[config.mk]
export PLATFORM = sky130hd
export DESIGN_NAME = mem_stage_flat
export DESIGN_NICKNAME = d
export VERILOG_FILES = /design/src/rtl/mem_stage_if.sv /design/src/rtl/mem_stage.sv /design/src/flat_wrapper.sv
export SDC_FILE = /design/constraint.sdc
export NUM_CORES = 1
export LEC_CHECK = 0
export BUFFER_PORTS_ARGS = -buffer_cell sky130_fd_sc_hd__buf_2
export CAP_MARGIN = 20
export CORE_UTILIZATION = 45
export CTS_CLUSTER_SIZE = 30
export DETAILED_ROUTE_END_ITERATION = 10
export GPL_ROUTABILITY_DRIVEN = 0
export PLACE_DENSITY = 0.77
export SYNTH_ARGS = -nofsm -noshare
export SYNTH_HDL_FRONTEND = slang
export SYNTH_SLANG_ARGS = --single-unit
[constraint.sdc]
create_clock -name clk -period 1.8 [get_ports clk]
set_input_delay 0.09 -clock clk [delete_from_list [all_inputs] [get_ports clk]]
set_output_delay 0.09 -clock clk [all_outputs]
set_load 0.03 [all_outputs]
[src/rtl/mem_stage_if.sv]
// Data-bus bundle between the memory stage (master) and the memory/cache side (slave).
interface mem_stage_if #(
    parameter int W = 32
);
    logic           dbus_req;
    logic           dbus_we;
    logic [W-1:0]   dbus_addr;
    logic [W-1:0]   dbus_wdata;
    logic [W/8-1:0] dbus_be;
    logic           dbus_ack;
    logic           dbus_err;
    logic [W-1:0]   dbus_rdata;

    modport master (
        output dbus_req, dbus_we, dbus_addr, dbus_wdata, dbus_be,
        input  dbus_ack, dbus_err, dbus_rdata
    );

    modport slave (
        input  dbus_req, dbus_we, dbus_addr, dbus_wdata, dbus_be,
        output dbus_ack, dbus_err, dbus_rdata
    );
endinterface

[src/rtl/mem_stage.sv]
// Memory-access stage: issues loads/stores over a req/ack bus, stalls upstream while
// busy, aligns/extends load data and registers writeback and exception results.
module mem_stage #(
    parameter int WordSize = 32,
    parameter int TIMEOUT  = 255
) (
    input  logic                clk,
    input  logic                rstn,
    input  logic                valid_in,
    input  logic [4:0]          rdn_in,
    input  logic [WordSize-1:0] alu_out,
    input  logic [WordSize-1:0] mem_data,
    input  logic                mem_read,
    input  logic                mem_write,
    input  logic [2:0]          funct3,
    output logic                stall,
    mem_stage_if.master         bus,
    output logic                wb_valid,
    output logic [4:0]          rdn_wb,
    output logic [WordSize-1:0] wb_data,
    output logic                exc_valid,
    output logic [1:0]          exc_code
);
    localparam int NB = WordSize / 8;
    localparam int CW = (TIMEOUT > 1) ? $clog2(TIMEOUT) : 1;
    localparam logic [CW-1:0] CNT_LAST = CW'(TIMEOUT - 1);

    typedef enum logic {IDLE, BUSY} state_t;

    state_t         state, state_n;
    logic [CW-1:0]  cnt, cnt_n;
    logic [2:0]     f3_q, f3_n;
    logic [4:0]     rd_q, rd_n;
    logic           req_n, we_n;
    logic [WordSize-1:0] addr_n, wdata_n;
    logic [NB-1:0]  be_n;
    logic           wbv_n, excv_n;
    logic [4:0]     rdwb_n;
    logic [WordSize-1:0] wbd_n;
    logic [1:0]     excc_n;

    // Decode of the instruction currently offered by EX/MEM
    logic           is_mem, is_load, illegal, misal, last;
    logic [1:0]     sz;
    logic [NB-1:0]  be_new;
    logic [WordSize-1:0] wd_new, lane, ld_data;

    assign is_mem  = mem_read | mem_write;
    assign is_load = mem_read;
    assign sz      = funct3[1:0];
    assign illegal = is_load ? ((funct3[1:0] == 2'b11) || (funct3 == 3'b110))
                             : (funct3[2] || (funct3[1:0] == 2'b11));
    assign misal   = ((sz == 2'b01) && alu_out[0]) ||
                     ((sz == 2'b10) && (alu_out[1:0] != 2'b00));
    assign last    = (cnt == CNT_LAST);

    // Per byte lane: enable and lane-replicated store data
    for (genvar g = 0; g < NB; g++) begin : g_lane
        assign be_new[g] = (sz == 2'b00) ? (alu_out[1:0] == 2'(g)) :
                           (sz == 2'b01) ? (alu_out[1] == 1'(g / 2)) : 1'b1;
        assign wd_new[g*8 +: 8] = (sz == 2'b00) ? mem_data[7:0] :
                                  (sz == 2'b01) ? mem_data[(g % 2)*8 +: 8] :
                                                  mem_data[g*8 +: 8];
    end

    // Shift the addressed lane down to bit 0, then extend by access type
    assign lane = bus.dbus_rdata >> {bus.dbus_addr[1:0], 3'b000};

    always_comb begin
        ld_data = lane;
        case (f3_q)
            3'b000:  ld_data = {{(WordSize-8){lane[7]}}, lane[7:0]};
            3'b001:  ld_data = {{(WordSize-16){lane[15]}}, lane[15:0]};
            3'b100:  ld_data = {{(WordSize-8){1'b0}}, lane[7:0]};
            3'b101:  ld_data = {{(WordSize-16){1'b0}}, lane[15:0]};
            default: ld_data = lane;
        endcase
    end

    always_comb begin
        state_n = state;
        cnt_n   = cnt;
        f3_n    = f3_q;
        rd_n    = rd_q;
        req_n   = bus.dbus_req;
        we_n    = bus.dbus_we;
        addr_n  = bus.dbus_addr;
        wdata_n = bus.dbus_wdata;
        be_n    = bus.dbus_be;
        wbv_n   = 1'b0;
        rdwb_n  = rdn_wb;
        wbd_n   = wb_data;
        excv_n  = 1'b0;
        excc_n  = exc_code;
        stall   = 1'b0;
        case (state)
            IDLE: begin
                if (valid_in) begin
                    if (!is_mem) begin
                        wbv_n  = 1'b1;
                        rdwb_n = rdn_in;
                        wbd_n  = alu_out;
                    end else if (illegal) begin
                        excv_n = 1'b1;
                        excc_n = 2'b00;
                    end else if (misal) begin
                        excv_n = 1'b1;
                        excc_n = 2'b01;
                    end else begin
                        stall   = 1'b1;
                        state_n = BUSY;
                        cnt_n   = '0;
                        req_n   = 1'b1;
                        we_n    = !is_load;
                        addr_n  = alu_out;
                        wdata_n = wd_new;
                        be_n    = be_new;
                        f3_n    = funct3;
                        rd_n    = rdn_in;
                    end
                end
            end
            BUSY: begin
                // The final timeout cycle releases upstream even without an ack
                stall = !bus.dbus_ack && !last;
                if (bus.dbus_ack) begin
                    req_n   = 1'b0;
                    state_n = IDLE;
                    if (bus.dbus_err) begin
                        excv_n = 1'b1;
                        excc_n = 2'b10;
                    end else if (!bus.dbus_we) begin
                        wbv_n  = 1'b1;
                        rdwb_n = rd_q;
                        wbd_n  = ld_data;
                    end
                end else if (last) begin
                    excv_n  = 1'b1;
                    excc_n  = 2'b11;
                    req_n   = 1'b0;
                    state_n = IDLE;
                end else begin
                    cnt_n = cnt + 1'b1;
                end
            end
            default: state_n = IDLE;
        endcase
    end

    always_ff @(posedge clk or negedge rstn) begin
        if (!rstn) begin
            state          <= IDLE;
            cnt            <= '0;
            f3_q           <= '0;
            rd_q           <= '0;
            bus.dbus_req   <= 1'b0;
            bus.dbus_we    <= 1'b0;
            bus.dbus_addr  <= '0;
            bus.dbus_wdata <= '0;
            bus.dbus_be    <= '0;
            wb_valid       <= 1'b0;
            rdn_wb         <= '0;
            wb_data        <= '0;
            exc_valid      <= 1'b0;
            exc_code       <= '0;
        end else begin
            state          <= state_n;
            cnt            <= cnt_n;
            f3_q           <= f3_n;
            rd_q           <= rd_n;
            bus.dbus_req   <= req_n;
            bus.dbus_we    <= we_n;
            bus.dbus_addr  <= addr_n;
            bus.dbus_wdata <= wdata_n;
            bus.dbus_be    <= be_n;
            wb_valid       <= wbv_n;
            rdn_wb         <= rdwb_n;
            wb_data        <= wbd_n;
            exc_valid      <= excv_n;
            exc_code       <= excc_n;
        end
    end
endmodule

[src/flat_wrapper.sv]
// flat-port wrapper written by rule: the top's interface ports become plain ports
module mem_stage_flat 
#(
    parameter int WordSize = 32,
    parameter int TIMEOUT  = 255
)
  (clk, rstn, valid_in, rdn_in, alu_out, mem_data, mem_read, mem_write, funct3, stall, wb_valid, rdn_wb, wb_data, exc_valid, exc_code, bus_dbus_req, bus_dbus_we, bus_dbus_addr, bus_dbus_wdata, bus_dbus_be, bus_dbus_ack, bus_dbus_err, bus_dbus_rdata);
  mem_stage_if #(.W(32)) bus_i ();
  input  logic clk;
  input  logic rstn;
  input  logic valid_in;
  input  logic [4:0] rdn_in;
  input  logic [WordSize-1:0] alu_out;
  input  logic [WordSize-1:0] mem_data;
  input  logic mem_read;
  input  logic mem_write;
  input  logic [2:0] funct3;
  output logic stall;
  output logic wb_valid;
  output logic [4:0] rdn_wb;
  output logic [WordSize-1:0] wb_data;
  output logic exc_valid;
  output logic [1:0] exc_code;
  output wire logic [$bits(bus_i.dbus_req)-1:0] bus_dbus_req;
  output wire logic [$bits(bus_i.dbus_we)-1:0] bus_dbus_we;
  output wire logic [$bits(bus_i.dbus_addr)-1:0] bus_dbus_addr;
  output wire logic [$bits(bus_i.dbus_wdata)-1:0] bus_dbus_wdata;
  output wire logic [$bits(bus_i.dbus_be)-1:0] bus_dbus_be;
  input wire logic [$bits(bus_i.dbus_ack)-1:0] bus_dbus_ack;
  input wire logic [$bits(bus_i.dbus_err)-1:0] bus_dbus_err;
  input wire logic [$bits(bus_i.dbus_rdata)-1:0] bus_dbus_rdata;
  assign bus_dbus_req = bus_i.dbus_req;
  assign bus_dbus_we = bus_i.dbus_we;
  assign bus_dbus_addr = bus_i.dbus_addr;
  assign bus_dbus_wdata = bus_i.dbus_wdata;
  assign bus_dbus_be = bus_i.dbus_be;
  assign bus_i.dbus_ack = bus_dbus_ack;
  assign bus_i.dbus_err = bus_dbus_err;
  assign bus_i.dbus_rdata = bus_dbus_rdata;
  mem_stage #(.WordSize(WordSize), .TIMEOUT(TIMEOUT)) u_core (.clk(clk), .rstn(rstn), .valid_in(valid_in), .rdn_in(rdn_in), .alu_out(alu_out), .mem_data(mem_data), .mem_read(mem_read), .mem_write(mem_write), .funct3(funct3), .stall(stall), .bus(bus_i), .wb_valid(wb_valid), .rdn_wb(rdn_wb), .wb_data(wb_data), .exc_valid(exc_valid), .exc_code(exc_code));
endmodule
==> flow_metrics.tcl <==
set metrics [dict create \
    cp_data_arrival_time_ns 1.69 \
    dr_total_vias 5457 \
    die_area_um2 14100 \
    slew_violations 0 \
    switching_share_pct 38.2 \
    cts_made_buffers 17 \
    antenna_found_initial 0 \
    drt-initial-drc-count 298 \
    synth-async-reset-ratio_pct 100 \
    initial_core_util_pct 46.2 \
    final-setup-viol-count 0 \
    min-delay-path-class "input port to flip-flop" \
    area_growth_pct 44.3 \
    synth.mux.area_fraction_pct 25.9 \
    die_w_um 119 \
    p_sw_mw 4.68 \
    ys_ff_latch 128 \
    grt_max_degree 58 \
    post-route-period-util_pct 98.9 \
    pwr-share-comb_pct 37.2 \
    drt_wl_total_um 18100 \
    fin_area_um2 8860 \
    cp.required_ns 1.71 \
    grt_first_pass_wirelength_um 28300 \
    die_h_um 119 \
    grt_pass1_vias 5539 \
    cts_htree_levels 4 \
    via_per_inst 5.51 \
    fmax_ghz 0.562 \
    coreArea_um2 13300 \
    io_pins 223 \
    syn_area_um2 6140 \
    port_buffers 222 \
    synthSimpleGateAreaFrac_pct 6.87 \
    synth_xor_xnor_area_share_pct 0.285 \
    syn-instance-count 508 \
    startpoint "funct3[2]" \
    drc 0 \
    synth-compound-area-share_pct 10.8 \
    status "completed" \
    yosysSeqAreaShare_pct 52.2 \
    row_count 42 \
    dp_cells 898 \
    num_antenna_cells 0 \
    final_layout_size_suffix_gt1_share_pct 46.7 \
    clkTransAtPathRegs_ns 0.06 \
    cts_root_buffer "clkbuf_16" \
    cts_tree "done" \
    path_class "input port to primary output" \
    drv_cap 0 \
    final_nets 916 \
    overflow 0 \
    place_hpwl_um 12400 \
    synth_edf_count 0 \
    p_total_mw 12.3 \
    fin_util_pct 66.6 \
    p_leak_nw 4.02 \
    cts.sinks 128 \
    relSlewSlack_pct 69.9 \
    clk_latency_ns 0.42 \
    synth_cell_types 45 \
    dr.pass1.iters 5 \
    clock_path_buffers 2 \
    synthAdderAreaFrac_pct 0.408 \
    power_frac_seq_pct 34.1 \
    tightest_slew_ns 0.450 \
    synth_top_family_by_area "multiplexers" \
    r2r-start "u_core.state" \
    setup_tns_ns 0 \
    yosysWarnings 0 \
    dpl_cell_area_um2 7550 \
    setup_slack_ns 0.0191 \
    period_needed_ns 1.78 \
    min_from "mem_data[28]" \
    cp-start-kind "input port" \
    peakVddDrop_uv 781 \
    detail-route-antenna-nets 0 \
    holdWs_ns 0.0216 \
    syn-num-nets 621 \
    hold_viol_final 0 \
    layout.cells.non_filler 991 \
    syn-mean-instance-area_um2 12.1 \
    grt_usage_pct 26.0 \
    skew_ns 0.00853 \
    place_ws_ns -0.0603 \
    worstPathMaxFanout 4 \
    clockPowerShare_pct 28.7 \
    critPathCaptureType "primary output" \
    power.internal_mw 7.58 \
    synthFlopType "dfrtp_1" \
    power_density_nw_per_um2 1380 \
    avgRoutedWirePerCell_um 18.3 \
]
[what timing repair did]
action,CTS,global route
endpoints found under the setup margin,25,8
hold buffers,58,0
gates resized for setup,13,6
setup buffers,1,2
gates cloned,0,1
pin swaps,1,2
hold endpoints to repair,103,0
[placed cells by master, fill, tap and decap left out, drive strengths merged, types with 3 or more instances in the layout]
master	Yosys	final
mux2	105	105
buf	30	252
nor2b	4	4
nand2	31	31
bufinv	0	3
dfrtp	128	128
o21ai	30	30
clkbuf	5	20
o22ai	16	16
mux2i	25	25
o31ai	6	6
clkinv	0	5
a21oi	45	45
or3	11	11
inv	4	6
a22oi	8	8
dlygate4sd3	0	58
nor2	21	21
nand3	3	3
mux4	7	7
[cell type report]
| cell class | count | area [um2] |
|---|---|---|
| sequential | 128 | 3210 |
| tap | 176 | 220 |
| clock buffer | 19 | 443 |
| inverter | 4 | 15.0 |
| fill | 962 | 4440 |
| timing repair buffer | 311 | 2030 |
| clock inverter | 12 | 159 |
| multi-input combinational | 341 | 2780 |
[worst max-delay path, cell delays in order]
cell and delay (ns):
dlygate4sd3_1 0.54, buf_2 0.16, nor4_2 0.27, a31oi_1 0.12, buf_4 0.19, o21ai_4 0.16
buf_6 0.16
[routing by layer]
layer  part of all wire [%]  track usage, %  up-vias  wire length (um)
met3                    5.6            6.13       60              1020
met5                      0               0        -                 0
li1                       -               -     2462                 -
met4                    4.2            14.9        0               757
met2                     50            42.8      235              9080
met1                     40            31.2     2700              7260
[final timing paths]
| kind | to | slack [ns] | depth (start not counted) |
|---|---|---|---|
| min in group asynchronous | u_core.bus.dbus_addr[2] | 0.16 | 2 |
| hold reg to reg | u_core.bus.dbus_wdata[5] | 0.48 | 1 |
| hold / removal | u_core.bus.dbus_wdata[28] | 0.02 | 4 |
| setup / recovery | stall | 0.02 | 7 |
| max in group asynchronous | u_core.bus.dbus_wdata[30] | 0.96 | 3 |
| setup reg to reg | u_core.cnt[5] | 0.04 | 6 |
[flip-flops by register name, indices dropped and copies added (netlist names)]
name	cells
u_core.bus.dbus_addr	32
u_core.bus.dbus_be	4
u_core.bus.dbus_req	1
u_core.bus.dbus_wdata	32
u_core.bus.dbus_we	1
u_core.cnt	8
u_core.exc_code	2
u_core.exc_valid	1
u_core.f3_q	3
u_core.rd_q	5
u_core.rdn_wb	5
u_core.state	1
u_core.wb_data	32
u_core.wb_valid	1
[synth_stat cells (2+ instances only)]
master,number,area (um2)
nor3_1,2,10.0
nor2b_1,4,25.0
o21ai_1,5,25.0
mux2i_1,25,250
nand4_1,2,12.5
a22oi_1,8,60.1
nand2_1,30,113
nor2_1,20,75.1
mux4_2,7,158
buf_6,2,22.5
dfrtp_1,128,3200
buf_2,17,85.1
mux2_1,29,327
inv_1,4,15.0
nand2b_1,2,12.5
o21a_1,2,15.0
o31ai_1,6,45.0
o21ai_0,25,125
mux2_2,76,856
buf_1,2,7.51
nand3_1,3,15.0
a21oi_1,45,225
o41ai_1,2,17.5
or3_1,11,68.8
ha_1,2,25.0
nor4_1,2,12.5
buf_4,9,67.6
o22ai_1,16,100
clkbuf_1,5,18.8
or4_1,2,15.0
[power by group through the flow]
stage | Sequential [mW] | Clock (mW) | Combinational [mW]
floorplan | 5.67 | 0 | 1.43
global placement | 4.15 | 0 | 4.29
detailed placement | 4.20 | 0 | 4.39
global route | 4.28 | 3.68 | 4.81
CTS | 4.17 | 3.59 | 4.52
finish | 4.19 | 3.51 | 4.56
[logic make-up after synthesis]
family                   count (synthesis)
XOR/XNOR                                 2
buffers and inverters                   39
flip-flops                             128
AO/OA/AOI/OAI                          115
AND/OR/NAND/NOR                         85
adder cells (fa/ha/maj)                  2
multiplexers                           137
Note: power is estimated with default switching activity, not from simulation.
